[src/rtl/fetch_unit.sv]
// Instruction fetch stage: owns PC and IR, reads instruction memory with a
// ready-based handshake and hands opcode/mm to the controller.
module fetch_unit #(
  parameter int unsigned TIMEOUT = 8
) (
  input  logic        clk,
  input  logic        rst_f,
  input  logic        fetch_req,
  input  logic        pc_write,
  input  logic        br_sel,
  output logic [15:0] imem_addr,
  output logic        imem_rd,
  input  logic [31:0] imem_data,
  input  logic        imem_rdy,
  output logic [31:0] ir,
  output logic [3:0]  opcode,
  output logic [3:0]  mm,
  output logic [15:0] pc,
  output logic        busy,
  output logic        fetch_done,
  output logic        fetch_err,
  output logic        dbg_state
);

  typedef enum logic [0:0] {
    IDLE = 1'b0,
    BUSY = 1'b1
  } state_t;

  // Last wait count before the abort edge: the TIMEOUT-th BUSY edge sees cnt_q == TIMEOUT-1.
  localparam logic [7:0] LAST_WAIT = 8'(TIMEOUT - 1);

  state_t      state_q, state_d;
  logic [15:0] pc_q, pc_d;
  logic [31:0] ir_q, ir_d;
  logic        rd_q, rd_d;
  logic        busy_q, busy_d;
  logic        done_q, done_d;
  logic        err_q, err_d;
  logic [7:0]  cnt_q, cnt_d;

  logic [15:0] pc_inc;
  logic [15:0] br_target;

  assign pc_inc    = pc_q + 16'd1;
  assign br_target = br_sel ? (pc_q + ir_q[15:0]) : ir_q[15:0];

  // Handshake: imem_rd stays high for the whole BUSY period; the word is
  // taken at the first edge where imem_rdy is high, and imem_rdy is a don't-care
  // whenever imem_rd is low.
  always_comb begin
    state_d = state_q;
    pc_d    = pc_q;
    ir_d    = ir_q;
    rd_d    = rd_q;
    busy_d  = busy_q;
    done_d  = 1'b0;
    err_d   = err_q;
    cnt_d   = cnt_q;
    case (state_q)
      IDLE: begin
        if (pc_write) begin
          pc_d = br_target;
        end
        if (fetch_req) begin
          state_d = BUSY;
          rd_d    = 1'b1;
          busy_d  = 1'b1;
          cnt_d   = 8'd0;
        end
      end
      BUSY: begin
        if (imem_rdy) begin
          state_d = IDLE;
          ir_d    = imem_data;
          pc_d    = pc_inc;
          rd_d    = 1'b0;
          busy_d  = 1'b0;
          done_d  = 1'b1;
        end else if (cnt_q == LAST_WAIT) begin
          // Abort: substitute a NOOP and move on so the controller never stalls.
          state_d = IDLE;
          ir_d    = 32'h0;
          pc_d    = pc_inc;
          rd_d    = 1'b0;
          busy_d  = 1'b0;
          done_d  = 1'b1;
          err_d   = 1'b1;
        end else begin
          cnt_d = cnt_q + 8'd1;
        end
      end
      default: begin
        state_d = IDLE;
      end
    endcase
  end

  always_ff @(posedge clk or negedge rst_f) begin
    if (!rst_f) begin
      state_q <= IDLE;
      pc_q    <= 16'h0;
      ir_q    <= 32'h0;
      rd_q    <= 1'b0;
      busy_q  <= 1'b0;
      done_q  <= 1'b0;
      err_q   <= 1'b0;
      cnt_q   <= 8'd0;
    end else begin
      state_q <= state_d;
      pc_q    <= pc_d;
      ir_q    <= ir_d;
      rd_q    <= rd_d;
      busy_q  <= busy_d;
      done_q  <= done_d;
      err_q   <= err_d;
      cnt_q   <= cnt_d;
    end
  end

  assign imem_addr  = pc_q;
  assign imem_rd    = rd_q;
  assign ir         = ir_q;
  assign opcode     = ir_q[31:28];
  assign mm         = ir_q[27:24];
  assign pc         = pc_q;
  assign busy       = busy_q;
  assign fetch_done = done_q;
  assign fetch_err  = err_q;
  assign dbg_state  = state_q;

endmodule

[config.mk]
export PLATFORM = sky130hd
export DESIGN_NAME = fetch_unit
export DESIGN_NICKNAME = d
export VERILOG_FILES = /design/src/rtl/fetch_unit.sv
export SDC_FILE = /design/constraint.sdc
export NUM_CORES = 1
export LEC_CHECK = 0
export BUFFER_PORTS_ARGS = -buffer_cell sky130_fd_sc_hd__buf_2
export CELL_PAD_IN_SITES_DETAIL_PLACEMENT = 0
export CELL_PAD_IN_SITES_GLOBAL_PLACEMENT = 1
export CORE_MARGIN = 1.5
export CORE_UTILIZATION = 41
export DETAILED_ROUTE_END_ITERATION = 12
export PLACE_DENSITY = 0.82
export SKIP_CTS_REPAIR_TIMING = 1
export SYNTH_ARGS = -nofsm -noshare
export SYNTH_HDL_FRONTEND = slang
export SYNTH_SLANG_ARGS = --single-unit
[constraint.sdc]
create_clock -name clk -period 7.2 [get_ports clk]
set_input_delay 0.36 -clock clk [delete_from_list [all_inputs] [get_ports clk]]
set_output_delay 0.36 -clock clk [all_outputs]
set_load 0.1 [all_outputs]
# After elaboration in Yosys (flattened, before gate mapping)
# Cells that the tools add are included.
[op_classes] add_sub_neg=3 eq_ne=6 mux=22 n_bitwise=2 reduce_logical=6
[ops] op="two-way mux 16 bit" count=4
[ops] op="two-way mux 32 bit" count=2
[ops] op="case mux 16 bit (2 select lines)" count=1
[ops] op="two-way mux 8 bit" count=3
[ops] op="adder 16 x 1 -> 16 bit (second input constant)" count=1
[ops] op="adder 16 bit" count=1
[ops] op="case mux 8 bit (2 select lines)" count=1
[ops] op="two-way mux 1 bit" count=9
[ops] op="adder 8 x 1 -> 8 bit (second input constant)" count=1
[ops] op="equality test 8 x 3 -> 1 bit (second input constant)" count=1
[ops] op="inequality test 2 bit (second input constant)" count=4
[ops] op="AND reduction 2 bit" count=3
[ops] op="AND reduction 3 bit" count=2
[ops] op="case mux 1 bit (2 select lines)" count=2
[ops] op="inequality test 3 x 2 -> 1 bit (second input constant)" count=1
[ops] op="NOT 1 bit" count=2
[ops] op="nonzero test 2 bit" count=1
[word_totals] ff_bits=60 output_inout_bits=77 wordCells=46

# Depth between registers and ports, before layout
[logic_depth] word_depth=4 ltp_mapped=9 mapped_depth_nobuf=9

# Worst setup path after synthesis
# Ideal clock, no wire load.
[synth_timing] path_type="reg-to-reg" startpoint="register pc_q[0], in the netlist imem_addr[0]" endpoint="register pc_q[8], in the netlist imem_addr[8]" setup_ns=0.094 arrival_time_ns=2.983 required_ns=7.106 slack_ns=4.122 path_stages_with_launch=10 n_path_buf=0 synth_period_minus_slack_ns=3.078 cell_sequence="dfrtp_1 -> ha_1 -> fa_1 -> a21o_1 -> a311o_1 -> a311o_1 -> a21oi_1 -> xnor2_1 -> nor2_1 -> a211oi_1"
[synth_via] elab_chain_len=4 elab_cells_between_ends=7 cone_classes="add/sub (2); mux (5)"
[synth_rtl] element="start, declared" line_no="34" source="logic [15:0] pc_q, pc_d;"
[synth_rtl] element="start signal, assigned" line_no="111" source="pc_q <= pc_d;"
[synth_rtl] element="adder 16 x 1 -> 16 bit or adder 16 bit (tied branches)" line_no="45, 46"
[synth_rtl] element="two-way mux 16 bit, on equally long branches" line_no="80, 46"
[synth_rtl] element="two-way mux 16 bit, on equally long branches" line_no="73, 62"
[synth_rtl] element="case mux 16 bit (2 select lines) (*)" line_no="60" source="case (state_q)"
# Mark *: on every way between the ends. The rest lies on a longest branch, timed or not. The select of a mux whose other input is x is not followed.
# A chain may end at the register's enable or synchronous reset.

# Final worst setup path
[layout_timing] startpoint="register pc_q[0], in the netlist imem_addr[0]" endpoint="register pc_q[12], in the netlist imem_addr[12]"
# The elaborated chain is that of the path after synthesis.

==> out/qor.yml <==
sta:
  period_share: 0.381
  final-hold-violation-count: 0
  grt_setup_unrepaired: "no"
  finalCriticalPeriod_ps: 2740
  worst_slew_pin_slew_ps: 783
  skew_ps: 8.61
  report.final.setup_viol: 0
  slew_viol_final: 0
  max_freq_ghz: 0.364
  slew-limit-headroom: 0.478
  finalSetupTns_ps: 0
detailed_routing:
  drc: 0
  wl_per_cell_um: 16.3
  ant_nets: 0
  wirelength_um: 9360
  drt_iter0_markers: 132
  vias: 3145
  firstDrtPassIters: 4
  vias_per_cell: 5.48
worst_setup_path:
  worstPathMaxFanout: 8
  rrSetupSlack_ps: 4460
  crit_path_start: "imem_addr[0]$_DFFE_PN0P_"
  crit_cells: 9
  worstPathCellList: "ha_1, fa_1, a21o_1, a311o_1, a21o_1, a31oi_2, a21boi_0, xnor2_1, o32ai_1"
  cp_slowest_stage_delay_ps: 460
  worstPathRequired_ps: 7410
  critPathBufInv: 0
  r2r_start: "imem_addr[0]$_DFFE_PN0P_"
  cp_slowest_cell: "dfrtp_1"
  r2r_cells: 9
  cp-end-kind: "flop"
  critPathKind: "flop to flop"
  endpoint: "imem_addr[12]$_DFFE_PN0P_"
  cpMostUsedCell: "a21o_1"
  cp.arrival_ps: 2950
  regToRegEndpoint: "imem_addr[12]$_DFFE_PN0P_"
  cp_top_family: "compound AO/OA/AOI/OAI gates"
  cp-start-kind: "flop"
placement:
  postPlaceCellArea_um2: 4110
  io_buffers: 114
  place.gp.congestion: 0.844
  dp.final_hpwl_um: 6630
clock_tree:
  clk_pin_slew_ps: 80
  cts_tree: "built"
  insertion_delay_ps: 340
  cts.sinks: 60
  cts_buffer_depth: 2
  cts_made_buffers: 9
  cts-htree-levels: 3
  cts-root-buf: "clkbuf_8"
logic_synthesis:
  synthCells: 370
  syn_area_um2: 3610
  synth_top_cell_by_area: "dfrtp_1"
  synth.area.top_cells: "dfrtp_1, a22o_1, ha_1, buf_4, nor2_1"
  ys.flop_type: "dfrtp_1"
  netlist.area_leader.share: 0.416
  syn_avg_cell_area_um2: 9.77
  yosysSeqAreaShare: 0.416
  synth_edf_count: 0
  postSynth.asyncResetShare: 1.00
  yosysWarningCount: 0
  yosysUniqueCellTypes: 50
  yosys_register_bits: 60
  syn-num-nets: 426
die:
  start_util: 0.418
  die_h_um: 96.9
  coreArea_um2: 8640
  floorplan.rows: 34
  fp.dieArea_um2: 9390
  die_w_um: 96.9
  io-pin-count: 115
finish:
  syn_to_final_growth_pct: 19.8
  final_cell_area_um2: 4330
  drive_gt1_frac: 0.305
  final_nets: 517
  antennaDiodeCount: 0
global_route:
  grt_usage: 0.203
  antenna_found_initial: 0
  grt_pass1_wl_um: 15400
  grt_max_degree: 61
  grt_pass1_vias: 3004
  overflow: 0
outcome:
  status: "finished clean"
hold_path:
  hp-class: "input pin to async pin"
job:
  drv_cap: 0
layout by cell type, fill, tap and decap left out, drive strengths merged, types with 8 or more instances in the layout:
cell type  count
a22o          33
o21ai         20
nor2          36
a21oi         21
clkbuf        10
ha            17
dfrtp         60
xor2          11
buf          118
xnor2          8
nand2         26
area by class of cell:
cell class	count	area (um2)
well taps	108	135
multi-input cells	267	1860
repair buffers	118	601
flip-flops and latches	60	1500
inverters	5	18.8
fillers	831	4310
clock inverters	6	87.6
clock buffers	10	128
stage by stage:
stage	util	hold WS (ps)	setup slack [ps]	instances
2_1_floorplan	-	64.4	4120	370
3_3_place_gp	0.476	484	4510	558
3_5_place_dp	0.476	491	4460	558
4_1_cts	0.501	202	4450	574
5_1_grt	0.501	220	4320	574
6_report	0.501	159	4460	574
registers in the layout, summed over array words and instances (netlist names):
signal and flops:
dbg_state 1, fetch_done 1, busy 1, imem_addr 16, cnt_q 8, ir 32, fetch_err 1
logic make-up after synthesis:
family / share of synthesized area
AND/OR/NAND/NOR: 0.140
flip-flops: 0.416
multiplexers: 0.0201
AO/OA/AOI/OAI: 0.242
adder cells (fa/ha/maj): 0.0644
XOR/XNOR: 0.0461
buffers and inverters: 0.0724
synth_stat cells (5+ instances only):
| master | count |
|---|---|
| a211oi_1 | 6 |
| ha_1 | 17 |
| o21ai_0 | 18 |
| nor2_1 | 36 |
| o32ai_1 | 5 |
| nor3_1 | 6 |
| dfrtp_1 | 60 |
| a21oi_1 | 21 |
| a21o_1 | 6 |
| clkbuf_1 | 10 |
| nand2_1 | 26 |
| inv_1 | 5 |
| xnor2_1 | 8 |
| mux2i_1 | 5 |
| nand4_1 | 7 |
| xor2_1 | 11 |
| and2_1 | 5 |
| nand3_1 | 7 |
| a22o_1 | 33 |
| and3_1 | 5 |
| buf_4 | 26 |
worst min path at each step:
| stage | endpoint |
|---|---|
| final | ir[28]$_DFFE_PN0P_ |
| after global routing | ir[26]$_DFFE_PN0P_ |
| after floorplan | busy$_DFFE_PN0P_ |
| after detailed placement | ir[19]$_DFFE_PN0P_ |
| after global placement | fetch_err$_DFFE_PN0P_ |
| after CTS | ir[26]$_DFFE_PN0P_ |
routing by layer:
metal  global-route usage  up-vias  part of all wire
met3               0.0397       10             0.046
li1                     -     1541                 -
met4               0.0513        0             0.011
met2                0.323       92              0.47
met1                0.285     1502              0.47
met5                    0        -                 0
Power is left out: the tool's default activity adds up to more than one toggle a clock period on the data nets, which glitch-free logic cannot reach.
